## src/rtl/pipe_pkg.sv

```systemverilog
// Shared constants and types for the inter-stage pipeline registers.
// The sideband struct lets payload and control travel as one buffer entry.
package pipe_pkg;

    localparam logic [31:0]           NOP_INST  = 32'h0000_0013;
    localparam int unsigned           REG_IDX_W = 5;
    localparam logic [REG_IDX_W-1:0]  ZERO_REG  = '0;

    typedef enum logic [1:0] {
        OCC_EMPTY = 2'd0,
        OCC_ONE   = 2'd1,
        OCC_TWO   = 2'd2
    } occ_e;

    typedef struct packed {
        logic [REG_IDX_W-1:0] rd;
        logic                 we;
        logic                 is_load;
    } sideband_t;

    localparam int unsigned SIDEBAND_W = $bits(sideband_t);

    // A load that writes a real register and feeds either decode source.
    function automatic logic load_use_hit(input sideband_t            sb,
                                          input logic [REG_IDX_W-1:0] rs1,
                                          input logic [REG_IDX_W-1:0] rs2);
        return sb.is_load && sb.we && (sb.rd != ZERO_REG) &&
               ((sb.rd == rs1) || (sb.rd == rs2));
    endfunction

endpackage

```

## src/rtl/pipe_skid_buf.sv

```systemverilog
// Generic valid/ready skid buffer: two entries with registered ready, or a
// single entry with combinational ready when SKID_EN = 0.
module pipe_skid_buf
    import pipe_pkg::*;
#(
    parameter int unsigned  W       = 8,
    parameter bit           SKID_EN = 1'b1,
    parameter logic [W-1:0] CLR_VAL = '0
) (
    input  logic         clk_i,
    input  logic         rst_ni,
    input  logic         clr_i,
    input  logic         in_valid_i,
    output logic         in_ready_o,
    input  logic [W-1:0] in_data_i,
    output logic         out_valid_o,
    input  logic         out_ready_i,
    output logic [W-1:0] out_data_o
);

    occ_e         occ_q, occ_d;
    logic [W-1:0] head_q, head_d;
    logic [W-1:0] skid_q, skid_d;
    logic         ready_q, ready_d;
    logic         in_fire, out_fire;

    assign out_valid_o = (occ_q != OCC_EMPTY);
    assign out_data_o  = head_q;
    assign in_ready_o  = SKID_EN ? ready_q : (!out_valid_o || out_ready_i);
    assign in_fire     = in_valid_i && in_ready_o;
    assign out_fire    = out_valid_o && out_ready_i;

    always_comb begin
        occ_d  = occ_q;
        head_d = head_q;
        skid_d = skid_q;
        if (clr_i) begin
            occ_d  = OCC_EMPTY;
            head_d = CLR_VAL;
            skid_d = CLR_VAL;
        end else begin
            case (occ_q)
                OCC_EMPTY: begin
                    if (in_fire) begin
                        occ_d  = OCC_ONE;
                        head_d = in_data_i;
                    end
                end
                OCC_ONE: begin
                    if (in_fire && out_fire) begin
                        head_d = in_data_i;
                    end else if (in_fire && SKID_EN) begin
                        occ_d  = OCC_TWO;
                        skid_d = in_data_i;
                    end else if (out_fire) begin
                        occ_d = OCC_EMPTY;
                    end
                end
                OCC_TWO: begin
                    // Upstream is stalled here, so only a drain can happen.
                    if (out_fire) begin
                        occ_d  = OCC_ONE;
                        head_d = skid_q;
                    end
                end
                default: occ_d = OCC_EMPTY;
            endcase
        end
        ready_d = (occ_d != OCC_TWO);
    end

    always_ff @(posedge clk_i or negedge rst_ni) begin
        if (!rst_ni) begin
            occ_q   <= OCC_EMPTY;
            head_q  <= CLR_VAL;
            skid_q  <= CLR_VAL;
            ready_q <= 1'b1;
        end else begin
            occ_q   <= occ_d;
            head_q  <= head_d;
            skid_q  <= skid_d;
            ready_q <= ready_d;
        end
    end

endmodule

```

## src/rtl/pipe_stage_reg.sv

```systemverilog
// Inter-stage pipeline register: skid-buffered handshake, NOP bubble when
// empty, synchronous flush, load-use detection and a stall counter.
module pipe_stage_reg
    import pipe_pkg::*;
#(
    parameter int unsigned          PAYLOAD_W = 128,
    parameter int unsigned          RD_W      = 5,
    parameter bit                   SKID_EN   = 1'b1,
    parameter logic [PAYLOAD_W-1:0] BUBBLE    = PAYLOAD_W'(NOP_INST),
    parameter int unsigned          CNT_W     = 16
) (
    input  logic                 clk_i,
    input  logic                 rst_ni,
    input  logic                 in_valid_i,
    output logic                 in_ready_o,
    input  logic [PAYLOAD_W-1:0] in_payload_i,
    input  logic [RD_W-1:0]      in_rd_i,
    input  logic                 in_we_i,
    input  logic                 in_is_load_i,
    input  logic                 flush_i,
    input  logic [RD_W-1:0]      rs1_i,
    input  logic [RD_W-1:0]      rs2_i,
    output logic                 out_valid_o,
    input  logic                 out_ready_i,
    output logic [PAYLOAD_W-1:0] out_payload_o,
    output logic [RD_W-1:0]      out_rd_o,
    output logic                 out_we_o,
    output logic                 out_is_load_o,
    output logic                 load_use_o,
    output logic [CNT_W-1:0]     stall_cnt_o
);

    localparam int unsigned            ENTRY_W   = PAYLOAD_W + SIDEBAND_W;
    localparam sideband_t              SB_ZERO   = '0;
    localparam logic [ENTRY_W-1:0]     ENTRY_CLR = {BUBBLE, SB_ZERO};

    sideband_t              sb_in, head_sb;
    logic [PAYLOAD_W-1:0]   head_payload;
    logic [ENTRY_W-1:0]     head_entry;
    logic                   head_valid;
    logic [CNT_W-1:0]       stall_cnt_q, stall_cnt_d;

    always_comb begin
        sb_in         = SB_ZERO;
        sb_in.rd      = REG_IDX_W'(in_rd_i);
        sb_in.we      = in_we_i;
        sb_in.is_load = in_is_load_i;
    end

    pipe_skid_buf #(
        .W       (ENTRY_W),
        .SKID_EN (SKID_EN),
        .CLR_VAL (ENTRY_CLR)
    ) u_skid (
        .clk_i       (clk_i),
        .rst_ni      (rst_ni),
        .clr_i       (flush_i),
        .in_valid_i  (in_valid_i),
        .in_ready_o  (in_ready_o),
        .in_data_i   ({in_payload_i, sb_in}),
        .out_valid_o (head_valid),
        .out_ready_i (out_ready_i),
        .out_data_o  (head_entry)
    );

    assign head_payload = head_entry[ENTRY_W-1:SIDEBAND_W];
    assign head_sb      = head_entry[SIDEBAND_W-1:0];

    // Mask stale register contents so an empty stage always looks like a NOP.
    assign out_valid_o   = head_valid;
    assign out_payload_o = head_valid ? head_payload : BUBBLE;
    assign out_rd_o      = head_valid ? RD_W'(head_sb.rd) : '0;
    assign out_we_o      = head_valid && head_sb.we;
    assign out_is_load_o = head_valid && head_sb.is_load;
    assign load_use_o    = head_valid &&
                           load_use_hit(head_sb, REG_IDX_W'(rs1_i), REG_IDX_W'(rs2_i));

    always_comb begin
        stall_cnt_d = stall_cnt_q;
        if (head_valid && !out_ready_i && !(&stall_cnt_q))
            stall_cnt_d = stall_cnt_q + CNT_W'(1);
    end

    always_ff @(posedge clk_i or negedge rst_ni) begin
        if (!rst_ni) stall_cnt_q <= '0;
        else         stall_cnt_q <= stall_cnt_d;
    end

    assign stall_cnt_o = stall_cnt_q;

endmodule

```

## config.mk

```make
export PLATFORM = sky130hd
export DESIGN_NAME = pipe_stage_reg
export DESIGN_NICKNAME = d
export VERILOG_FILES = /design/src/rtl/pipe_pkg.sv /design/src/rtl/pipe_skid_buf.sv /design/src/rtl/pipe_stage_reg.sv
export SDC_FILE = /design/constraint.sdc
export NUM_CORES = 1
export LEC_CHECK = 0
export CAP_MARGIN = 10
export CORE_MARGIN = 5
export CORE_UTILIZATION = 55
export DETAILED_ROUTE_END_ITERATION = 16
export GPL_ROUTABILITY_DRIVEN = 0
export HOLD_SLACK_MARGIN = 0.15
export PLACE_DENSITY = 0.82
export SLEW_MARGIN = 20
export SYNTH_ARGS = -nofsm -noshare
export SYNTH_HDL_FRONTEND = slang
export SYNTH_SLANG_ARGS = --single-unit
```

## constraint.sdc

```tcl
create_clock -name clk_i -period 5.7 [get_ports clk_i]
set_input_delay 0.855 -clock clk_i [delete_from_list [all_inputs] [get_ports clk_i]]
set_output_delay 0.855 -clock clk_i [all_outputs]
set_load 0.005 [all_outputs]
```

# ---- Word level (Yosys, flattened, before mapping)
# Cells that the tools add are included.
dict set report totals {
  ff_bits 289
  latch_bits 0
  mem_bits_rw 0
  mem_count 0
  rom_bits 0
  elab_cells 55
  output_inout_bits 154
}
dict set report op_classes {
  n_mul 0
  n_div 0
  n_mux 17
  reduce_logical 23
  n_bitwise 0
  magnitude_cmp 0
  n_shift 0
  eq_ne 9
  add_sub_neg 1
}
# op count
set op_table {}
lappend op_table {{135-bit two-way mux} 7}
lappend op_table {{135-bit case mux with 3 select lines} 1}
lappend op_table {{128-bit two-way mux} 1}
lappend op_table {{16-bit by 1-bit adder with 16-bit output (second input constant)} 1}
lappend op_table {{16-bit AND reduction} 1}
lappend op_table {{2-bit two-way mux} 6}
lappend op_table {{1-bit logical AND} 11}
lappend op_table {{5-bit equality test} 2}
lappend op_table {{3-bit by 2-bit != test with 1-bit output (second input constant)} 3}
lappend op_table {{2-bit case mux with 3 select lines} 1}
lappend op_table {{2-bit nonzero test} 3}
lappend op_table {{5-bit two-way mux} 1}
lappend op_table {{5-bit nonzero test} 1}
lappend op_table {{2-bit != test (second input constant)} 2}
lappend op_table {{4-bit AND reduction} 1}
lappend op_table {{4-bit nonzero test} 1}
lappend op_table {{3-bit AND reduction} 1}
lappend op_table {{2-bit by 1-bit equality test with 1-bit output (second input constant)} 1}
lappend op_table {{2-bit equality test (second input constant)} 1}
lappend op_table {{1-bit logical NOT} 2}
lappend op_table {{2-bit logical NOT} 1}
lappend op_table {{1-bit logical OR} 1}

# ---- Longest topological paths before layout
dict set report logic_depth {
  ltp_word 8
  mapped_depth 10
}

# ---- Cells and area by module
# From an unflattened synthesis, not the netlist that was laid out.
dict set report hier_totals {
  hier_cells 1308
  area_unflattened_um2 13163.9
}
# mod instances area_per_inst_um2 cells_each
set by_module_without_submodules {}
lappend by_module_without_submodules {pipe_skid_buf 1 11335.9 1073}
lappend by_module_without_submodules {pipe_stage_reg 1 1828.0 235}

# ---- Least setup slack after synthesis
# OpenSTA, ideal clock, no wires.
dict set report synth_timing {
  kind {reg-to-output}
  from {reg u_skid.occ_q[0]}
  to {out out_payload_o[0]}
  path_buffers 3
  slack_ns 3.400
  path_stages_with_launch 7
  t_arrival_ns 1.445
  cell_sequence {dfrtp_1 > inv_1 > ha_1 > buf_2 > clkbuf_1 > clkbuf_1 > or2_2}
}
dict set report synth_between {
  elab_chain_len 2
}
# element line
set synth_lines {}
lappend synth_lines {{start, declared} pipe_skid_buf.sv:21} ;# occ_e occ_q, occ_d;
lappend synth_lines {{start signal, assigned} pipe_skid_buf.sv:74} ;# occ_q <= OCC_EMPTY;
lappend synth_lines {{start signal, assigned} pipe_skid_buf.sv:79} ;# occ_q <= occ_d;
lappend synth_lines {{2-bit nonzero test} pipe_skid_buf.sv:27} ;# assign out_valid_o = (occ_q != OCC_EMPTY);
lappend synth_lines {{128-bit two-way mux} pipe_stage_reg.sv:71} ;# assign out_payload_o = head_valid ? head_payload : BUBBLE;
lappend synth_lines {{end, declared} pipe_stage_reg.sv:25} ;# output logic [PAYLOAD_W-1:0] out_payload_o,
# Every way passes these cells.

# ---- Worst setup path in the final report
dict set report layout_timing {
  from {reg u_skid.occ_q[0]}
  to {out out_payload_o[118]}
}
# Same word-level chain as after synthesis.

==> impl_summary.log <==
[metrics] clock skew: 10.7 ps
[metrics] capturing element type of the critical path: output pin
[metrics] critical path class: flop to output pin
[metrics] setup violation total in the final timing report: 0
[metrics] synthesized cell area: 0.0146 sq mm
[metrics] via count of the routed design: 11570
[metrics] Synthesized Nets: 1617
[metrics] Switching Fraction: 31.8%
[metrics] Antenna Nets Post-Route: 0
[metrics] height of the die: 173 um
[metrics] layout cell share with drive strength beyond 1: 12.0%
[metrics] cell area power density: 348 mW/mm^2
[metrics] post-detailed-placement half-perimeter wirelength: 24000 um
[metrics] worst hold slack after final layout: 370 ps
[metrics] clock power share: 31.1%
[metrics] Worst slew margin: 26.1%
[metrics] Sequential Power Share: 39.6%
[metrics] H-tree level count: 1
[metrics] Netlist cell types: 48
[metrics] worst-path fanout max: 64
[metrics] average cell area after synthesis: 9.99 sq um
[metrics] result of the run: finished, final reports clean
[metrics] Sink Count: 289
[metrics] Peak supply drop: 240 uV
[metrics] Die Width: 173 um
[metrics] root buffer cell: sky130_fd_sc_hd__clkbuf_16
[metrics] static power due to leakage: 7.20 nW
[metrics] Min-Delay Path Class: input port to async pin
[metrics] portion of total power attributed to combinational logic: 29.4%
[metrics] library cell occupying the most area in the post-synthesis netlist: sky130_fd_sc_hd__dfrtp_1
[metrics] number of pins exceeding their max-slew limit in the final report: 0
[metrics] final setup TNS: 0 ps
[metrics] number of placement rows: 59
[metrics] DP Worst Slack: 2090 ps
[metrics] hold violation total from the final report: 0
[metrics] total routing usage reported by global routing: 24.6%
[metrics] global-route wire length before repair: 61800 um
[metrics] initial standard-cell utilization of the core: 55.9%
[metrics] final net count: 1846
[metrics] Post-CTS Setup Repair Bufs: 0
[metrics] Vias/cell: 5.64
[metrics] Resize count post-CTS: 0
[metrics] final wirelength: 38300 um
[metrics] pin count of the biggest net entering global routing: 171
[metrics] switching component of the power: 2.08 mW
[metrics] TritonCTS clock tree: yes
[metrics] achievable clock frequency: 256 MHz
[metrics] # placed instances: 1992
[metrics] number of violations reported at the end of detailed-routing iteration 0: 891
[metrics] Final Worst Setup Slack: 1790 ps
[metrics] global route overflow: 0
[metrics] number of iterations in the first detailed-routing pass: 5
[metrics] number of top-level design ports: 304
[metrics] kind of start point of the critical path: flop
[metrics] number of buffer cells added on primary ports: 303
[metrics] area delta synth->final: 28.2%
[metrics] average wire per cell in the routed design: 18.7 um
[metrics] maximum capacitance violations: 0
[metrics] DRC violations left: 0
[metrics] Req. time, crit path: 4850 ps
[metrics] ranking of synthesized cells by area: sky130_fd_sc_hd__dfrtp_1, sky130_fd_sc_hd__a211oi_2, sky130_fd_sc_hd__mux2i_1
[metrics] clock latency at the later pin of the worst-skew pair: 550 ps
[metrics] final-layout fill cell count: 1922
[metrics] commonest non-fill, non-tap cells in the layout: sky130_fd_sc_hd__clkdlybuf4s50_1, sky130_fd_sc_hd__dfrtp_1, sky130_fd_sc_hd__nand2_1, sky130_fd_sc_hd__nor2_1
[metrics] Power Internal: 4.45 mW
[metrics] CTS buffer count: 31
[metrics] maximum buffer depth of the clock tree: 3
[metrics] post-route fraction of the period consumed by the critical path: 68.6%
[metrics] synthesized instance count: 1462
[metrics] Worst Max-Slew Pin Slew: 1110 ps
[metrics] clock transition at the registers of the reported paths: 60 ps
[metrics] number of hold buffers added after cts: 0
[metrics] commonest non-fill, non-tap cell in the layout: sky130_fd_sc_hd__clkdlybuf4s50_1
[metrics] Yosys reg bits: 289
[metrics] antenna violations before repair: 6
[metrics] final std cells w/o fill: 2052
[metrics] top cell type's share of synthesized area: 48.3%
[metrics] total die area: 0.0299 sq mm
[metrics] fraction of the yosys area taken by sequential cells: 49.6%
[metrics] arrival time of the worst setup path: 3050 ps
[metrics] core box area: 0.0261 sq mm
[metrics] number of global-route vias before repair: 11519
[metrics] yosys synthesis warning count: 0
[metrics] shortest clock period the worst path allows after layout: 3910 ps
[metrics] RSZ-0062 raised after global routing: false
## worst max-delay path, cell delays in order, from the launching register on
cell	delay (ps)
sky130_fd_sc_hd__dfrtp_1	410
sky130_fd_sc_hd__inv_1	170
sky130_fd_sc_hd__ha_4	530
sky130_fd_sc_hd__buf_4	690
sky130_fd_sc_hd__nor2b_1	180
sky130_fd_sc_hd__clkdlybuf4s50_1	500
## worst paths after layout
kind | start | end | slack, ps | depth (start not counted)
max | u_skid.occ_q[0]$_DFF_PN0_ | out_payload_o[118] | 1790 | 5
min | rst_ni | u_skid.out_data_o[51]$_DFFE_PN0P_ | 370 | 1
max reg2reg | u_skid.occ_q[0]$_DFF_PN0_ | u_skid.out_data_o[126]$_DFFE_PN0P_ | 2530 | 7
min reg2reg | u_skid.skid_q[7]$_DFFE_PN1P_ | u_skid.skid_q[7]$_DFFE_PN1P_ | 490 | 2
max in group asynchronous | rst_ni | u_skid.out_data_o[5]$_DFFE_PN0P_ | 4030 | 2
min in group clk_i | u_skid.skid_q[7]$_DFFE_PN1P_ | u_skid.skid_q[7]$_DFFE_PN1P_ | 490 | 2
## per-layer routing
| metal | vias to the layer above | part of all wire, % | global-route usage, % |
|---|---|---|---|
| met4 | 4 | 2.8 | 7.08 |
| met3 | 73 | 6.9 | 5.83 |
| li1 | 5412 | - | - |
| met1 | 5682 | 41 | 32.8 |
| met2 | 399 | 49 | 40.7 |
| met5 | - | 0.070 | 0 |
## power groups by stage
stage | Combinational [mW] | Clock [mW] | Sequential [mW]
after floorplan | 1.31 | 0 | 2.55
after global placement | 1.86 | 0 | 2.60
after detailed placement | 1.91 | 0 | 2.61
after CTS | 1.93 | 2.06 | 2.58
after global routing | 2.09 | 2.15 | 2.62
final | 1.92 | 2.03 | 2.58
## kinds of logic (layout without fill, tap and decap cells)
logic type,Yosys count,after routing,synth area share (%)
AND/OR/NAND/NOR,597,597,18.7
AO/OA/AOI/OAI,291,291,16.5
flip-flops,289,289,49.6
buffers and inverters,126,377,4.39
multiplexers,135,135,9.28
other,0,4,0
adder cells (fa/ha/maj),5,5,0.428
XOR/XNOR,19,19,1.14
## flip-flops by register name, indices dropped and copies added, names as in the netlist
| register | count |
|---|---|
| u_skid.in_ready_o | 1 |
| u_skid.skid_q | 135 |
| stall_cnt_o | 16 |
| u_skid.out_data_o | 135 |
| u_skid.occ_q | 2 |
## synth_stat cells (all sizes together)
master   count
dfrtp      282
nand2      275
nor2       143
a21oi      138
nor2b      138
a211oi     136
mux2i      132
clkbuf      65
buf         57
xor2        13
dfstp        7
nand3        6
nor3         6
nor4         6
xnor2        6
ha           5
nand4        5
o21ai        5
or2          5
inv          4
mux2         3
nand3b       3
o211ai       3
and3         2
nor4b        2
o21a         2
a2111oi      1
a21bo        1
a31oi        1
a32o         1
a41oi        1
and4         1
and4bb       1
nand4bb      1
o2111ai      1
o21bai       1
or3          1
or4          1
or4b         1
## layout make-up
| cell class | instances | area [sq um] | share of cell area [%] |
|---|---|---|---|
| diodes | 4 | 10.0 | 0.0534 |
| clock buffers | 44 | 925 | 4.94 |
| clock inverters | 11 | 115 | 0.615 |
| inverters | 4 | 15.0 | 0.0802 |
| multi-input cells | 1047 | 6770 | 36.1 |
| flip-flops and latches | 289 | 7240 | 38.7 |
| well taps | 335 | 419 | 2.24 |
| repair buffers | 318 | 3240 | 17.3 |
## through the flow
| step | util (%) | total power [mW] | cell area (sq um) |
|---|---|---|---|
| 2_1_floorplan | - | 3.86 | 14600 |
| 3_3_place_gp | 67.6 | 4.46 | 17700 |
| 3_5_place_dp | 67.6 | 4.53 | 17700 |
| 4_1_cts | 71.5 | 6.57 | 18700 |
| 5_1_grt | 71.7 | 6.86 | 18700 |
| 6_report | 71.7 | 6.53 | 18700 |
Power figures use the tool's default switching activity.
